File: config.mk
export PLATFORM = sky130hd
export DESIGN_NAME = jtopl_eg_ctrl
export DESIGN_NICKNAME = d
export VERILOG_FILES = /design/src/rtl/jtopl_eg_pkg.sv /design/src/rtl/jtopl_eg_next.sv /design/src/rtl/jtopl_eg_ctrl.sv
export SDC_FILE = /design/constraint.sdc
export NUM_CORES = 1
export LEC_CHECK = 0
export ABC_AREA = 1
export CELL_PAD_IN_SITES_DETAIL_PLACEMENT = 0
export CELL_PAD_IN_SITES_GLOBAL_PLACEMENT = 2
export CORE_MARGIN = 3
export CORE_UTILIZATION = 39
export CTS_CLUSTER_SIZE = 40
export DETAILED_ROUTE_END_ITERATION = 8
export DONT_BUFFER_PORTS = 1
export GPL_TIMING_DRIVEN = 0
export PLACE_DENSITY_LB_ADDON = 0.1
export SETUP_SLACK_MARGIN = 0.5
export SLEW_MARGIN = 20
export SYNTH_ARGS = -nofsm -noshare
export SYNTH_HDL_FRONTEND = slang
export SYNTH_HIERARCHICAL = 1
export SYNTH_SLANG_ARGS = --single-unit
File: constraint.sdc
create_clock -name clk -period 3.1 [get_ports clk]
set_input_delay 0.62 -clock clk [delete_from_list [all_inputs] [get_ports clk]]
set_output_delay 0.62 -clock clk [all_outputs]
set_load 0.005 [all_outputs]
File: src/rtl/jtopl_eg_pkg.sv
// Shared definitions for the OPL envelope phase sequencer.
package jtopl_eg_pkg;

    // Envelope phase codes
    typedef enum logic [1:0] {
        ATTACK  = 2'd0,
        DECAY   = 2'd1,
        SUSTAIN = 2'd2,
        RELEASE = 2'd3
    } eg_state_t;

    // Sustain level used when sl==15 (fully attenuated threshold)
    localparam logic [4:0] SL_MAX = 5'd31;

    localparam int unsigned SLOT_W = 5;
    localparam int unsigned RATE_W = 5;

endpackage

File: src/rtl/jtopl_eg_next.sv
// Combinational next-phase and rate selection for one envelope slot.
module jtopl_eg_next
    import jtopl_eg_pkg::*;
(
    input  eg_state_t          state,
    input  logic               last_keyon,
    input  logic               keyon,
    input  logic [8:0]         eg_in,
    input  logic [3:0]         sl,
    input  logic               eg_type,
    input  logic [3:0]         ar,
    input  logic [3:0]         dr,
    input  logic [3:0]         rr,
    output eg_state_t          next_state,
    output logic [RATE_W-1:0]  base_rate
);

    logic [4:0] w_sl_eff;
    logic [3:0] w_rate;

    assign w_sl_eff = (sl == 4'd15) ? SL_MAX : {1'b0, sl};

    // Phase transition, first matching rule wins
    always_comb begin
        next_state = state;
        if (keyon && !last_keyon) begin
            next_state = ATTACK;
        end else if (!keyon && state != RELEASE) begin
            next_state = RELEASE;
        end else if (state == ATTACK && eg_in == 9'd0) begin
            next_state = DECAY;
        end else if (state == DECAY && eg_in[8:4] >= w_sl_eff) begin
            next_state = eg_type ? SUSTAIN : RELEASE;
        end else if (state == SUSTAIN && !eg_type) begin
            next_state = RELEASE;
        end
    end

    // Rate of the phase the slot is entering; a zero rate stays zero
    always_comb begin
        w_rate = rr;
        case (next_state)
            ATTACK:  w_rate = ar;
            DECAY:   w_rate = dr;
            SUSTAIN: w_rate = eg_type ? 4'd0 : rr;
            RELEASE: w_rate = rr;
            default: w_rate = rr;
        endcase
        base_rate = (w_rate == 4'd0) ? 5'd0 : {w_rate, 1'b0};
    end

endmodule

File: src/rtl/jtopl_eg_ctrl.sv
// Time-multiplexed envelope phase sequencer: per-slot phase, key-on history,
// step-stage cnt memory and the global envelope counter.
module jtopl_eg_ctrl
    import jtopl_eg_pkg::*;
#(
    parameter int unsigned SLOTS = 18,
    parameter int unsigned CNTW  = 15
) (
    input  logic               clk,
    input  logic               rst,
    input  logic               cen,
    input  logic               keyon,
    input  logic [3:0]         ar,
    input  logic [3:0]         dr,
    input  logic [3:0]         sl,
    input  logic [3:0]         rr,
    input  logic               eg_type,
    input  logic [8:0]         eg_in,
    input  logic               cnt_lsb,
    output logic [SLOT_W-1:0]  slot_out,
    output logic               attack,
    output logic [RATE_W-1:0]  base_rate,
    output logic [1:0]         state_out,
    output logic               cnt_in,
    output logic [CNTW-1:0]    eg_cnt,
    output logic               sample
);

    localparam logic [SLOT_W-1:0] LAST_SLOT = SLOT_W'(SLOTS - 1);

    eg_state_t         r_state  [SLOTS];
    logic              r_keyon  [SLOTS];
    logic              r_cntmem [SLOTS];
    logic [SLOT_W-1:0] r_cur;

    eg_state_t         w_next;
    logic [RATE_W-1:0] w_base_rate;

    jtopl_eg_next u_next (
        .state      (r_state[r_cur]),
        .last_keyon (r_keyon[r_cur]),
        .keyon      (keyon),
        .eg_in      (eg_in),
        .sl         (sl),
        .eg_type    (eg_type),
        .ar         (ar),
        .dr         (dr),
        .rr         (rr),
        .next_state (w_next),
        .base_rate  (w_base_rate)
    );

    // Slot ring, per-slot memories, global counter and registered outputs
    always_ff @(posedge clk) begin
        if (rst) begin
            for (int i = 0; i < int'(SLOTS); i++) begin
                r_state[i]  <= RELEASE;
                r_keyon[i]  <= 1'b0;
                r_cntmem[i] <= 1'b0;
            end
            r_cur     <= '0;
            slot_out  <= '0;
            attack    <= 1'b0;
            base_rate <= '0;
            state_out <= '0;
            cnt_in    <= 1'b0;
            eg_cnt    <= '0;
            sample    <= 1'b0;
        end else begin
            sample <= 1'b0;
            if (cen) begin
                r_cur              <= (r_cur == LAST_SLOT) ? '0 : r_cur + SLOT_W'(1);
                eg_cnt             <= (r_cur == LAST_SLOT) ? eg_cnt + CNTW'(1) : eg_cnt;
                r_state[r_cur]     <= w_next;
                r_keyon[r_cur]     <= keyon;
                r_cntmem[slot_out] <= cnt_lsb;
                cnt_in             <= r_cntmem[r_cur];
                slot_out           <= r_cur;
                state_out          <= w_next;
                attack             <= (w_next == ATTACK);
                base_rate          <= w_base_rate;
                sample             <= (r_cur == '0);
            end
        end
    end

endmodule

Yosys cells after proc, flatten, opt, wreduce, memory -nomap -nowiden
Memory sizes are Yosys's and may differ from the RTL's. A register that Yosys moved wholly into a read port is not among the register bits. Cells that the tools add are included.

$add $sub $neg: 2. $mul: 0. Divide/modulo/power cells: 0. Magnitude comparators: 1. Equality and inequality tests: 8. Shifts and indexed selects: 0. Muxes and demuxes: 29. Bitwise gates (word level): 1. Reduce and logical (&&, ||, !) cells: 18.

Operators with widths (count): two-way mux 5 bit (10); case mux 4 bit (4 select lines) (1); adder 15 x 1 -> 15 bit (second input constant) (1); two-way mux 2 bit (6); two-way mux 1 bit (11); zero test 9 bit (1); == test 2 bit (second input constant) (3); adder 5 x 1 -> 5 bit (second input constant) (1); == test 5 bit (second input constant) (1); greater-or-equal comparator 5 bit (1); logical AND 1 bit (5); zero test 5 bit (1); == test 2 x 1 -> 1 bit (second input constant) (2); == test 4 bit (second input constant) (1); zero test 2 bit (2); zero test 4 bit (1); two-way mux 4 bit (1); OR reduction 2 bit (2); zero test 1 bit (3); != test 2 bit (second input constant) (1); AND reduction 2 bit (1); OR reduction 1 bit (2); NOT 1 bit (1).

Register bits: 34. Latch bits: 0. Memory bits (writable): 72. Bits in read-only memories: 0. Input bits: 31. Output and inout port bits: 30. Word-level logic and storage cells: 69. Memories kept: 3.

Memories: r_state (words 18, bits a word 2, read ports 1, clocked after Yosys merged registers in 1, wr ports 18, line jtopl_eg_ctrl.sv:31) `eg_state_t r_state [SLOTS];`; r_cntmem (words 18, bits a word 1, read ports 1, clocked after Yosys merged registers in 1, wr ports 18, line jtopl_eg_ctrl.sv:33) `logic r_cntmem [SLOTS];`; r_keyon (words 18, bits a word 1, read ports 1, clocked after Yosys merged registers in 1, wr ports 18, line jtopl_eg_ctrl.sv:32) `logic r_keyon [SLOTS];`.

Longest topological paths before layout
Depth in word-level cells: 12. Depth in mapped cells: 21. Gate-level depth less buffers: 19.

Hierarchy
Netlist, hierarchy kept.

Modules (own cells, without submodules): jtopl_eg_ctrl (instances 1, cells each 889, area an instance 7951.4 um^2, sequential area each 4644.5 um^2); jtopl_eg_next (instances 1, cells each 72, area an instance 429.2 um^2, sequential area each 0.0 um^2).

Least setup slack after synthesis
Ideal clock, no wire load.

Kind: register to register. Start: reg with a tool-made name. End: mem r_state[17][0] (netlist bit) (data pin). Setup time: 291 ps. Arrival time: 2422 ps. Required time: 2809 ps. Setup slack: 388 ps. Cell stages (with the launch flop): 20. Path buffers: 3. Clock period less this slack: 2712 ps. Path through: dfxtp_1 > buf_2 > buf_2 > nand2_1 > nand3_1 > nand3_1 > nand2_1 > nand2_1 > nand3_1 > and2_1 > inv_1 > o21ai_2 > nand2_1 > a21oi_2 > nand2_4 > nand2_4 > inv_2 > nor2_4 > buf_2 > inv_1.

RTL lines (line): to (decl) (jtopl_eg_ctrl.sv:31).

==> flow_metrics.py <==
metrics = {
    "pwr": {
        "intPower_mw": 3.819,
        "power_density_mw_per_mm2": 521.8,
        "combPwrFrac_pct": 13.6,
        "total_leakage_power_nw": 3.918,
        "p_switching_mw": 1.471,
        "p_sw_share_pct": 27.81,
        "ir_worst_vdd_v": 0.0003437,
        "clock_power_share_pct": 39.5,
        "seq_power_share_pct": 46.9,
        "design_power_total_mw": 5.290,
    },
    "yosys": {
        "synthesis.instances": 961,
        "synth_fa_ha_area_share_pct": 1.344,
        "synth_top_area_cell": "sky130_fd_sc_hd__edfxtp_1",
        "synth_edf_count": 128,
        "dominantRegCellSynth": "sky130_fd_sc_hd__edfxtp_1",
        "mappedNetlistNets": 1001,
        "yosys_warnings": 6,
        "synth.area.mux_share_pct": 0,
        "synth.distinct_cells": 42,
        "yosys.area.top_type_share_pct": 45.86,
        "post_synth_main_area_contributors": "sky130_fd_sc_hd__edfxtp_1, sky130_fd_sc_hd__nand2_1, sky130_fd_sc_hd__dfxtp_1, sky130_fd_sc_hd__nand3_1, sky130_fd_sc_hd__nor2_1",
        "synth_top_family_by_area": "simple AND/OR/NAND/NOR gates",
        "yosysSeqAreaShare_pct": 55.42,
        "post_synth_simple_gate_area_pct": 31.93,
        "synthesis.area_mm2": 0.008381,
        "compound_gate_fraction_of_synth_area_pct": 4.031,
        "synth_seq_cells": 168,
        "synth_area_in_xor_xnor_pct": 0,
        "synth_async_sr_flop_share_pct": 0,
        "synth_area_per_cell_um2": 8.721,
    },
    "route": {
        "finalWirelength_um": 23660,
        "drt_pass1_iterations": 5,
        "final_antenna_net_count": 0,
        "route.detailed.vias_per_inst": 5.008,
        "detailroute.via_count": 6511,
        "drc": 0,
        "detail_route.iter0.violations": 380,
        "avgRoutedWirePerCell_um": 18.20,
    },
    "worst_hold_path": {
        "hp-start": "rst",
        "hold_crit_endpoint": "eg_cnt[3]",
        "min_path_cells": 3,
        "hold_class": "primary input to flop",
    },
    "floorplan": {
        "pin_count": 61,
        "chipHeight_um": 152.6,
        "die_width_um": 152.6,
        "coreArea_mm2": 0.02069,
        "row_count": 52,
        "floorplan.initialDensity_pct": 40.51,
        "die-area_mm2": 0.02328,
    },
    "timing": {
        "worst_slew_margin_rel_pct": 54.18,
        "worstMarginPinSlew_ps": 687.3,
        "fin_hold_ws_ps": 408.1,
        "min_period_ps": 2785,
        "achievable-frequency_mhz": 359.1,
        "layout_setup_ws_ps": 315.3,
        "timing_max_transition_violations_final": 0,
        "fin_setup_tns_ps": 0,
        "post-route-period-util_pct": 89.83,
        "finalSetupViolCount": 0,
        "rsz0062_at_grt": "yes",
        "finalHoldViolations": 0,
        "finalClockSkew_ps": 9.589,
    },
    "clocking": {
        "worstSkewPairLatency_ps": 440,
        "ctsRootBufferMaster": "sky130_fd_sc_hd__clkbuf_16",
        "cts.clk_slew.worst_paths_ps": 80,
        "htree_num_levels": 4,
        "tritoncts_buffer_count": 17,
        "cts-root-to-sink-buffers": 2,
        "tritoncts": "yes",
        "clock-sinks": 168,
    },
    "placement": {
        "dp_hpwl_um": 16400,
        "place_worst_setup_slack_ps": -564.5,
        "gp_congestion": 0.7698,
        "buffer_ports.inserted": 0,
    },
    "finish": {
        "mostFrequentLayoutCells": "sky130_fd_sc_hd__nand2_1, sky130_fd_sc_hd__edfxtp_1, sky130_fd_sc_hd__nand3_1",
        "final_net_count": 1057,
        "layout-drive-gt1-share_pct": 21.46,
        "most_common_cell_after_layout_fill_and_taps_aside": "sky130_fd_sc_hd__nand2_1",
        "diodes": 0,
        "area.growth.synth_to_final_pct": 20.98,
    },
    "grt": {
        "largest_net_degree_at_the_start_of_global_routing": 19,
        "grt_antenna_before_repair": 0,
        "grt_total_usage_pct": 20.68,
        "grt_first_pass_wirelength_um": 37150,
        "number_of_global_route_vias_before_repair": 6440,
        "grt.overflow.total": 0,
    },
    "worst_setup_path": {
        "r2r_setup_slack_ps": 320,
        "critical_path.startpoint_type": "flop",
        "critPathArrivalTime_ps": 2980,
        "critical_path.endpoint_type": "flop",
        "worst_r2r_path_depth": 23,
        "regToRegEndpoint": "r_state[24][0]",
        "crit_required_ps": 3290,
        "critical_path.cell_chain": "inv_6, buf_12, buf_12, buf_16, nand2_2, nand3_2, nand3_2, nand2_1, nand2_1, nand3_1, and2_4, or2_1, nor2_1, nand3_1, nand2_1, a21oi_2, nand2_4, nand2_8, inv_8, nor2_4, buf_8, clkinvlp_4, buf_12",
        "slowest_cell_on_the_critical_path": "sky130_fd_sc_hd__dfxtp_4",
        "cpPeakStageDelay_ps": 380,
        "crit_fanout": 11,
        "setup.worst_path.class": "flop to flop",
    },
    "status": {
        "outcome": "finished, final reports clean",
    },
    "job": {
        "max_cap_violations": 0,
    },
}
==> layout make-up <==
class	count	area (um2)
plain buffers	37	350.3
clock buffers	17	425.4
clock inverters	15	156.4
fillers	2041	10550
inverters	106	444.2
multi-input cells	650	3301
flip-flops and latches	168	4648
well taps	270	337.8
repair buffers	37	475.5
==> power groups by stage <==
stage          logic [mW]  clock network (mW)  registers [mW]
2_1_floorplan       0.367                   0            2.52
3_3_place_gp        0.523                   0            2.53
3_5_place_dp        0.522                   0            2.53
4_1_cts             0.703                2.12            2.48
5_1_grt             0.785                2.23            2.49
6_report            0.719                2.09            2.48
==> cell families (layout without fill, tap and decap cells) <==
group	Yosys count	after routing
adder cells (fa/ha/maj)	9	9
other	1	1
AO/OA/AOI/OAI	57	57
AND/OR/NAND/NOR	583	583
buffers and inverters	143	212
flip-flops	168	168
==> cells in the mapped netlist, types with 4 or more instances <==
cell,n
sky130_fd_sc_hd__inv_2,27
sky130_fd_sc_hd__dfxtp_1,40
sky130_fd_sc_hd__nor2_1,86
sky130_fd_sc_hd__o21ai_1,6
sky130_fd_sc_hd__o21ai_0,18
sky130_fd_sc_hd__nand2_1,305
sky130_fd_sc_hd__a22o_1,7
sky130_fd_sc_hd__o22ai_1,4
sky130_fd_sc_hd__ha_1,9
sky130_fd_sc_hd__buf_2,15
sky130_fd_sc_hd__edfxtp_1,128
sky130_fd_sc_hd__nand3_1,110
sky130_fd_sc_hd__nand3_2,4
sky130_fd_sc_hd__nand2_2,7
sky130_fd_sc_hd__inv_1,75
sky130_fd_sc_hd__buf_4,7
sky130_fd_sc_hd__nor3_1,10
sky130_fd_sc_hd__nor2_2,17
sky130_fd_sc_hd__a21oi_1,17
sky130_fd_sc_hd__nor2_4,15
sky130_fd_sc_hd__nand4_1,13
sky130_fd_sc_hd__clkbuf_1,12
==> critical path, delay by kind of cell (launching register included) <==
family	cells	cell delay, ps
and+or+nand+nor	14	1100
AOI/OAI and AO/OA	1	160
DFF	1	380
buffers and inverters	8	890
==> timing repair <==
action,4_1_cts,5_1_grt
gates resized for setup,100,13
buffers inserted,27,5
cloned,5,0
hold buffers,0,0
setup endpoints to repair,71,70
pin swaps,22,6
==> state kept, by name (all words and copies together), names as in the netlist, named ones only <==
register	cells
cnt_in	1
r_cntmem	32
r_cur	5
r_state	64
slot_out	5
state_out	2
base_rate	5
eg_cnt	15
attack	1
sample	1
r_keyon	32
==> metal layers <==
| layer | track usage (%) | part of all wire [%] | up-vias | routed length, um |
|---|---|---|---|---|
| met4 | 5.261 | 1.7 | 0 | 407 |
| met1 | 26.51 | 42 | 3080 | 10040 |
| met3 | 3.891 | 4.7 | 29 | 1106 |
| li1 | - | - | 3269 | - |
| met5 | 0 | 0 | - | 0 |
| met2 | 36.16 | 51 | 133 | 12110 |
==> how the worst max path moves through the flow <==
stage	startpoint	end	cells after the start
floorplan	flop	r_state[17][0]	19
global placement	flop	r_state[31][0]	18
detailed placement	flop	r_state[30][0]	19
CTS	flop	r_state[18][0]	23
global route	flop	r_state[19][0]	23
finish	flop	r_state[24][0]	23
==> per-stage QoR <==
| step | utilization (%) | area (um2) | instances |
|---|---|---|---|
| 2_1_floorplan | - | 8407 | 961 |
| 3_3_place_gp | 42.27 | 8745 | 1231 |
| 3_5_place_dp | 42.27 | 8745 | 1231 |
| 4_1_cts | 48.61 | 10060 | 1295 |
| 5_1_grt | 49.00 | 10140 | 1300 |
| 6_report | 49.00 | 10140 | 1300 |
(Power assumes the default switching activity.)
